[src/rtl/mc_pkg.sv]
// rtl/mc_pkg.sv - shared state, opcode and datapath-select encodings for the multicycle controller
package mc_pkg;

    typedef enum logic [3:0] {
        S_FETCH    = 4'd0,
        S_DECODE   = 4'd1,
        S_MEMADR   = 4'd2,
        S_MEMREAD  = 4'd3,
        S_MEMWB    = 4'd4,
        S_MEMWRITE = 4'd5,
        S_EXECUTER = 4'd6,
        S_EXECUTEI = 4'd7,
        S_ALUWB    = 4'd8,
        S_BRANCH   = 4'd9,
        S_JAL      = 4'd10
    } state_t;

    localparam logic [6:0] OP_LOAD   = 7'b0000011;
    localparam logic [6:0] OP_STORE  = 7'b0100011;
    localparam logic [6:0] OP_RTYPE  = 7'b0110011;
    localparam logic [6:0] OP_ITYPE  = 7'b0010011;
    localparam logic [6:0] OP_BRANCH = 7'b1100011;
    localparam logic [6:0] OP_JAL    = 7'b1101111;

    localparam logic [1:0] RES_ALUOUT    = 2'b00;
    localparam logic [1:0] RES_DATA      = 2'b01;
    localparam logic [1:0] RES_ALURESULT = 2'b10;

    localparam logic [1:0] SRCA_PC    = 2'b00;
    localparam logic [1:0] SRCA_OLDPC = 2'b01;
    localparam logic [1:0] SRCA_REG   = 2'b10;

    localparam logic [1:0] SRCB_REG  = 2'b00;
    localparam logic [1:0] SRCB_IMM  = 2'b01;
    localparam logic [1:0] SRCB_FOUR = 2'b10;

    localparam logic [1:0] ALU_ADD   = 2'b00;
    localparam logic [1:0] ALU_SUB   = 2'b01;
    localparam logic [1:0] ALU_FUNCT = 2'b10;

    localparam logic [2:0] IMM_I = 3'b000;
    localparam logic [2:0] IMM_S = 3'b001;
    localparam logic [2:0] IMM_B = 3'b010;
    localparam logic [2:0] IMM_J = 3'b011;

endpackage

[src/rtl/mc_imm_dec.sv]
// rtl/mc_imm_dec.sv - immediate-format decode from opcode
// Ports: op (7-bit opcode) -> imm_src (3-bit immediate format select).
module mc_imm_dec
    import mc_pkg::*;
(
    input  logic [6:0] op,
    output logic [2:0] imm_src
);

    always_comb begin
        imm_src = IMM_I;
        case (op)
            OP_STORE:  imm_src = IMM_S;
            OP_BRANCH: imm_src = IMM_B;
            OP_JAL:    imm_src = IMM_J;
            default:   imm_src = IMM_I;
        endcase
    end

endmodule

[src/rtl/mc_main_fsm.sv]
// rtl/mc_main_fsm.sv - multicycle RISC-V main controller FSM
// Ports: clk, resetn (async active-low); op, funct3, zero, mem_ready in;
// pc_write, ir_write, adr_src, mem_write, reg_write, result_src, alu_src_a,
// alu_src_b, alu_op, imm_src, instr_done, state (debug) out.
module mc_main_fsm
    import mc_pkg::*;
(
    input  logic       clk,
    input  logic       resetn,
    input  logic [6:0] op,
    input  logic [2:0] funct3,
    input  logic       zero,
    input  logic       mem_ready,
    output logic       pc_write,
    output logic       ir_write,
    output logic       adr_src,
    output logic       mem_write,
    output logic       reg_write,
    output logic [1:0] result_src,
    output logic [1:0] alu_src_a,
    output logic [1:0] alu_src_b,
    output logic [1:0] alu_op,
    output logic [2:0] imm_src,
    output logic       instr_done,
    output logic [3:0] state
);

    state_t cur_state, nxt_state;
    logic   pc_w, ir_w, mem_w, reg_w, done_w;
    logic   br_taken;

    // Only beq/bne are decoded; other funct3 values never redirect the PC.
    assign br_taken = ((funct3 == 3'b000) || (funct3 == 3'b001)) && (zero ^ funct3[0]);

    always_ff @(posedge clk or negedge resetn) begin
        if (!resetn) cur_state <= S_FETCH;
        else         cur_state <= nxt_state;
    end

    always_comb begin
        nxt_state  = cur_state;
        pc_w       = 1'b0;
        ir_w       = 1'b0;
        mem_w      = 1'b0;
        reg_w      = 1'b0;
        done_w     = 1'b0;
        adr_src    = 1'b0;
        result_src = RES_ALUOUT;
        alu_src_a  = SRCA_PC;
        alu_src_b  = SRCB_REG;
        alu_op     = ALU_ADD;
        case (cur_state)
            S_FETCH: begin
                alu_src_b  = SRCB_FOUR;
                result_src = RES_ALURESULT;
                pc_w       = mem_ready;
                ir_w       = mem_ready;
                if (mem_ready) nxt_state = S_DECODE;
            end
            S_DECODE: begin
                alu_src_a = SRCA_OLDPC;
                alu_src_b = SRCB_IMM;
                case (op)
                    OP_LOAD, OP_STORE: nxt_state = S_MEMADR;
                    OP_RTYPE:          nxt_state = S_EXECUTER;
                    OP_ITYPE:          nxt_state = S_EXECUTEI;
                    OP_BRANCH:         nxt_state = S_BRANCH;
                    OP_JAL:            nxt_state = S_JAL;
                    default:           nxt_state = S_FETCH;
                endcase
            end
            S_MEMADR: begin
                alu_src_a = SRCA_REG;
                alu_src_b = SRCB_IMM;
                nxt_state = op[5] ? S_MEMWRITE : S_MEMREAD;
            end
            S_MEMREAD: begin
                adr_src = 1'b1;
                if (mem_ready) nxt_state = S_MEMWB;
            end
            S_MEMWRITE: begin
                adr_src = 1'b1;
                mem_w   = mem_ready;
                done_w  = mem_ready;
                if (mem_ready) nxt_state = S_FETCH;
            end
            S_MEMWB: begin
                result_src = RES_DATA;
                reg_w      = 1'b1;
                done_w     = 1'b1;
                nxt_state  = S_FETCH;
            end
            S_EXECUTER: begin
                alu_src_a = SRCA_REG;
                alu_src_b = SRCB_REG;
                alu_op    = ALU_FUNCT;
                nxt_state = S_ALUWB;
            end
            S_EXECUTEI: begin
                alu_src_a = SRCA_REG;
                alu_src_b = SRCB_IMM;
                alu_op    = ALU_FUNCT;
                nxt_state = S_ALUWB;
            end
            S_ALUWB: begin
                reg_w     = 1'b1;
                done_w    = 1'b1;
                nxt_state = S_FETCH;
            end
            S_BRANCH: begin
                alu_src_a = SRCA_REG;
                alu_src_b = SRCB_REG;
                alu_op    = ALU_SUB;
                pc_w      = br_taken;
                done_w    = 1'b1;
                nxt_state = S_FETCH;
            end
            S_JAL: begin
                alu_src_a = SRCA_OLDPC;
                alu_src_b = SRCB_FOUR;
                pc_w      = 1'b1;
                nxt_state = S_ALUWB;
            end
            default: nxt_state = S_FETCH;
        endcase
    end

    // The state register already reads FETCH during reset, but FETCH strobes
    // follow mem_ready, so the strobes are also masked by resetn directly.
    assign pc_write   = resetn & pc_w;
    assign ir_write   = resetn & ir_w;
    assign mem_write  = resetn & mem_w;
    assign reg_write  = resetn & reg_w;
    assign instr_done = resetn & done_w;
    assign state      = cur_state;

    mc_imm_dec u_imm_dec (
        .op      (op),
        .imm_src (imm_src)
    );

endmodule
[config.mk]
export PLATFORM = sky130hd
export DESIGN_NAME = mc_main_fsm
export DESIGN_NICKNAME = d
export VERILOG_FILES = /design/src/rtl/mc_pkg.sv /design/src/rtl/mc_imm_dec.sv /design/src/rtl/mc_main_fsm.sv
export SDC_FILE = /design/constraint.sdc
export NUM_CORES = 1
export LEC_CHECK = 0
export CAP_MARGIN = 10
export CORE_UTILIZATION = 37
export CTS_CLUSTER_SIZE = 40
export DETAILED_ROUTE_END_ITERATION = 16
export HOLD_SLACK_MARGIN = 0.12
export PLACE_DENSITY = 0.78
export SLEW_MARGIN = 20
export SYNTH_ARGS = -nofsm -noshare
export SYNTH_HDL_FRONTEND = slang
export SYNTH_SLANG_ARGS = --single-unit
[constraint.sdc]
create_clock -name clk -period 1.8 [get_ports clk]
set_input_delay 0.36 -clock clk [delete_from_list [all_inputs] [get_ports clk]]
set_output_delay 0.36 -clock clk [all_outputs]
set_load 0.02 [all_outputs]
**After elaboration in Yosys (flattened, before gate mapping)**

Index checks and enable logic that the tools add are counted.

- Register bits: 4
- Latch bits: 0
- Bits in writable memories: 0
- Memory bits (read-only): 0
- Bits of input ports: 14
- Output and inout bits: 21
- Logic and storage cells: 59
- Memories: 0

- Add/sub/neg operators: 0
- Multipliers: 0
- Div/mod/pow operators: 0
- Magnitude comparators: 0
- Equality and inequality tests: 20
- Shifts and indexed selects: 0
- Muxes and demuxes: 17
- Bitwise gates (word level): 6
- Reduce and logical (&&, ||, !) cells: 15

Operators by type and width:

| kind | number |
|---|---|
| one-hot mux 4 bit (6 select lines) | 1 |
| one-hot mux 4 bit (5 select lines) | 1 |
| == test 4 x 3 -> 1 bit, second input constant | 4 |
| one-hot mux 2 bit (2 select lines) | 4 |
| == test 7 x 6 -> 1 bit, second input constant | 2 |
| == test 7 bit, second input constant | 2 |
| == test 4 bit, second input constant | 3 |
| 2-to-1 mux 4 bit | 3 |
| OR reduction 2 bit | 6 |
| OR reduction 3 bit | 3 |
| == test 4 x 2 -> 1 bit, second input constant | 2 |
| == test 7 x 2 -> 1 bit, second input constant | 1 |
| == test 7 x 5 -> 1 bit, second input constant | 1 |
| inequality test 2 bit, second input constant | 3 |
| one-hot mux 2 bit (3 select lines) | 1 |
| AND 1 bit | 5 |
| == test 4 x 1 -> 1 bit, second input constant | 1 |
| logical NOT 4 bit | 1 |
| 2-to-1 mux 1 bit | 4 |
| OR reduction 4 bit | 1 |
| == test 3 x 1 -> 1 bit, second input constant | 1 |
| logical NOT 3 bit | 1 |
| 2-to-1 mux 3 bit | 1 |
| one-hot mux 1 bit (3 select lines) | 1 |
| other kinds (5) | 5 |

**Logic depth before layout (Yosys ltp)**

Gate-level depths: netlist of run 1.

- Depth after elaboration: 5
- Mapped depth: 6
- Depth with buffers taken out: 4

**Cells and area by module**

A second synthesis of run 1 with hierarchy kept.

- Cell total of the unflattened synthesis: 82
- Area, all modules: 559.3 um2

Modules (own cells, without submodules):

| module | times used | cells each | area an instance (um2) | sequential area each (um2) |
|---|---|---|---|---|
| mc_main_fsm | 1 | 74 | 504.2 | 100.1 |
| mc_imm_dec | 1 | 8 | 55.1 | 0.0 |

**Worst setup path after synthesis of run 1**

OpenSTA, ideal clock, no wires.

- Path type: reg-to-output
- From: reg cur_state[2] (netlist: state[2])
- To: out ir_write
- Arrival: 1.879 ns
- Data required time: 1.440 ns
- Path slack: -0.439 ns
- Cell stages (with the launch flop): 5
- Path buffers: 2
- Cell sequence: dfrtp_1 -> buf_6 -> buf_2 -> nor4_1 -> and3_1

- Word-level cells in the longest chain between the ends: 3

RTL lines:

| what | RTL line | RTL |
|---|---|---|
| start: declaration | mc_main_fsm.sv:28 | `state_t cur_state, nxt_state;` |
| start signal: assignment | mc_main_fsm.sv:37 | `else cur_state <= nxt_state;` |
| logical NOT 4 bit | mc_main_fsm.sv:52 | `case (cur_state)` |
| 2-to-1 mux 1 bit | mc_main_fsm.sv:52 |  |
| AND 1 bit | mc_main_fsm.sv:131 | `assign ir_write = resetn & ir_w;` |
| end: declaration | mc_main_fsm.sv:15 | `output logic ir_write,` |

Every way passes these cells.

**Final worst setup path of run 1**

- From: reg cur_state[3] (netlist: state[3])
- To: out ir_write

Same word-level chain as after synthesis.

==> results of run 1 <==
## metrics by stage
step / setup TNS, ns / hold slack (ns)
floorplan: -0.0905 / 0.0644
global placement: -4.21 / 0.765
detailed placement: -4.62 / 0.759
CTS: -0.0708 / 0.331
global route: -1.02 / 0.365
finish: -0.515 / 0.327
## area by class of cell
type                            count  area [um^2]
Fill cell                          65          149
Sequential cell                     4          101
Inverter                            1         3.75
Tap cell                           16         20.0
Multi-Input combinational cell     75          602
Timing Repair Buffer               75          643
Clock buffer                        3         22.5
## worst max-delay path, cell delays in order (launching register included)
cell and delay [ns]:
dfrtp_1 0.41, buf_6 0.16, buf_6 0.12, nor4_4 0.29
and3_4 0.22, buf_6 0.11
## metal layers
metal  vias up  global-route usage  part of all wire  routed length [um]
li1        450                   -                 -                   -
met4         0               0.103             0.038                 122
met2        49               0.594              0.53                1680
met1       504               0.357              0.38                1220
met5         -                   0                 0                   0
met3        10              0.0170             0.047                 149
## worst max path at each step
stage | startpoint | endpoint | cells past startpoint
after floorplan | state[2] | ir_write | 4
after global placement | op[1] | imm_src[0] | 5
after detailed placement | op[0] | imm_src[0] | 5
after CTS | state[1] | alu_src_a[0] | 4
after global routing | state[1] | pc_write | 5
final | state[3] | ir_write | 5
## power by group
part | switching [W] | total (W) | internal [W] | leakage (nW)
combinational | 0.000448 | 0.000901 | 0.000453 | 0.578
clock | 0.0000506 | 0.000126 | 0.0000755 | 0.0138
sequential | 0.0000148 | 0.000120 | 0.000105 | 0.0522
total | 0.000513 | 0.00115 | 0.000634 | 0.644
## cells by family (layout without fill, tap and decap cells)
family,Yosys count,in the layout
AOI/OAI and AO/OA,20,20
xor gates and xnor gates,4,4
buffers and inverters,9,79
DFF,4,4
muxes,3,3
other,1,1
and+or+nand+nor,47,47
## layout by cell type, fill, tap and decap left out, types with 4 or more instances in the layout
cell type and count:
buf_2 6, a21oi_2 4, clkdlybuf4s50_1 7, nand2b_1 8, nand2_1 4, buf_6 9
buf_4 39, o21ai_0 6, dlygate4sd2_1 5
## timing repair
item	CTS	global route
setup endpoints to repair	19	13
gates resized for setup	91	35
cloned	0	1
setup buffers	3	2
pin swaps	5	12
==> out/metrics.yaml, run 1 <==
place:
  hpwl_mm: 1.86
  postPlaceCellArea_mm2: 0.00123
  dpl.cell_count: 165
  gp_congestion: 0.845
  port_buffers: 33
  dpl_worst_slack_ns: -0.710
route:
  drc: 0
  drt_pass1_iterations: 4
  antenna_left: 0
  wl_per_cell_um: 18.2
  first_iter_violations: 32
  routed_wl_mm: 3.17
  viasPerCell: 5.82
  vias: 1013
grt:
  grt_pass1_vias: 932
  antenna_found_initial: 0
  grt_max_degree: 10
  grt_use_total: 0.309
  grt_pass1_wl_mm: 4.33
  grt-ovfl-total: 0
outcome:
  status: "finished with violations"
  violations: "negative setup slack"
cells_and_area:
  drive_gt1_frac: 0.582
  fin_cells: 174
  synthToLayoutAreaGrowth_pct: 124
  fin_nets: 174
  post-route-cell-area_mm2: 0.00139
  postLayoutCoreUtil: 0.903
  largest_register_ffs: 4
  num_antenna_cells: 0
worst_setup_path:
  r2r_start: "state[1]"
  cp_max_fo: 6
  critPathLaunchType: "register"
  r2r_end: "state[0]"
  cp_data_required_time_ns: 1.44
  crit_type: "register to output pin"
  critPathArrivalTime_ns: 1.55
  cp-end-kind: "output pin"
  reg2reg_depth: 7
  rrSetupSlack_ns: -0.03
synthesis:
  synth_top_family_by_area: "simple AND/OR/NAND/NOR gates"
  ys_seq_area_frac: 0.161
  synth_warnings: 0
  syn_inst: 88
  synth_xor_xnor_area_share: 0.0563
  synth-edff-count: 0
  synth_area_leader_cell: "dfrtp_1"
  synth_common_cells: "nand2b_1 (9), o21ai_0 (7), a21oi_1 (6)"
  synth-compound-area-share: 0.191
  ys_top_cells_by_area: "dfrtp_1 (16%), nand2b_1 (9.1%), o21ai_0 (5.6%)"
  synth_top_area_share: 0.161
  synth-simple-area-share: 0.457
  synthMuxAreaShare: 0.0503
  synthAdderAreaFrac: 0
  syn-cell-area_um2: 622
  synth-main-ff-cell: "dfrtp_1"
  ys_types: 36
  synth_most_common_cell: "nand2b_1"
  synth_area_per_cell_um2: 7.07
  synth_nets: 102
  async_flop_share: 1.00
  synth_seq_cells: 4
sta:
  worst_slack_ns: -0.114
  hold_viol_final: 0
  fmax_mhz: 522
  setup_viol: 11
  final.min_clock_period_ns: 1.91
  final.period_utilization: 1.06
  slew_violations: 0
  finClkSkew_ns: 0.00274
  rsz0062_at_grt: "yes"
power:
  peakVddDrop_mv: 0.769
  powerDensity_mw_per_mm2: 824
  power_w: 0.00115
  p_leak_nw: 0.644
floorplan:
  core-area_mm2: 0.00154
  rows: 14
  start_util: 0.403
  die_y_um: 43.0
  ioPinCount: 35
  fp.dieW_um: 43.0
  die-area_mm2: 0.00185
clock_network:
  clock_path_buffers: 2
  clkSinkCount: 4
  cts_tree: "yes"
  cts_max_level: 1
  cts_root_buffer: "clkbuf_4"
  numCtsBuffers: 3
  clock_latency_ns: 0.25
  path_clk_slew_ns: 0.04
  postCtsHoldBufs: 0
worst_hold_path:
  hp-class: "input pin to async pin"
job:
  maxCapViolCount: 0
Power figures use the tool's default switching activity.
==> run 2, diff against run 1 <==
CTS_CLUSTER_DIAMETER = 200   (was unset)
==> results of run 2 <==
Final layout, timing and power as in run 1 (identical DEF).
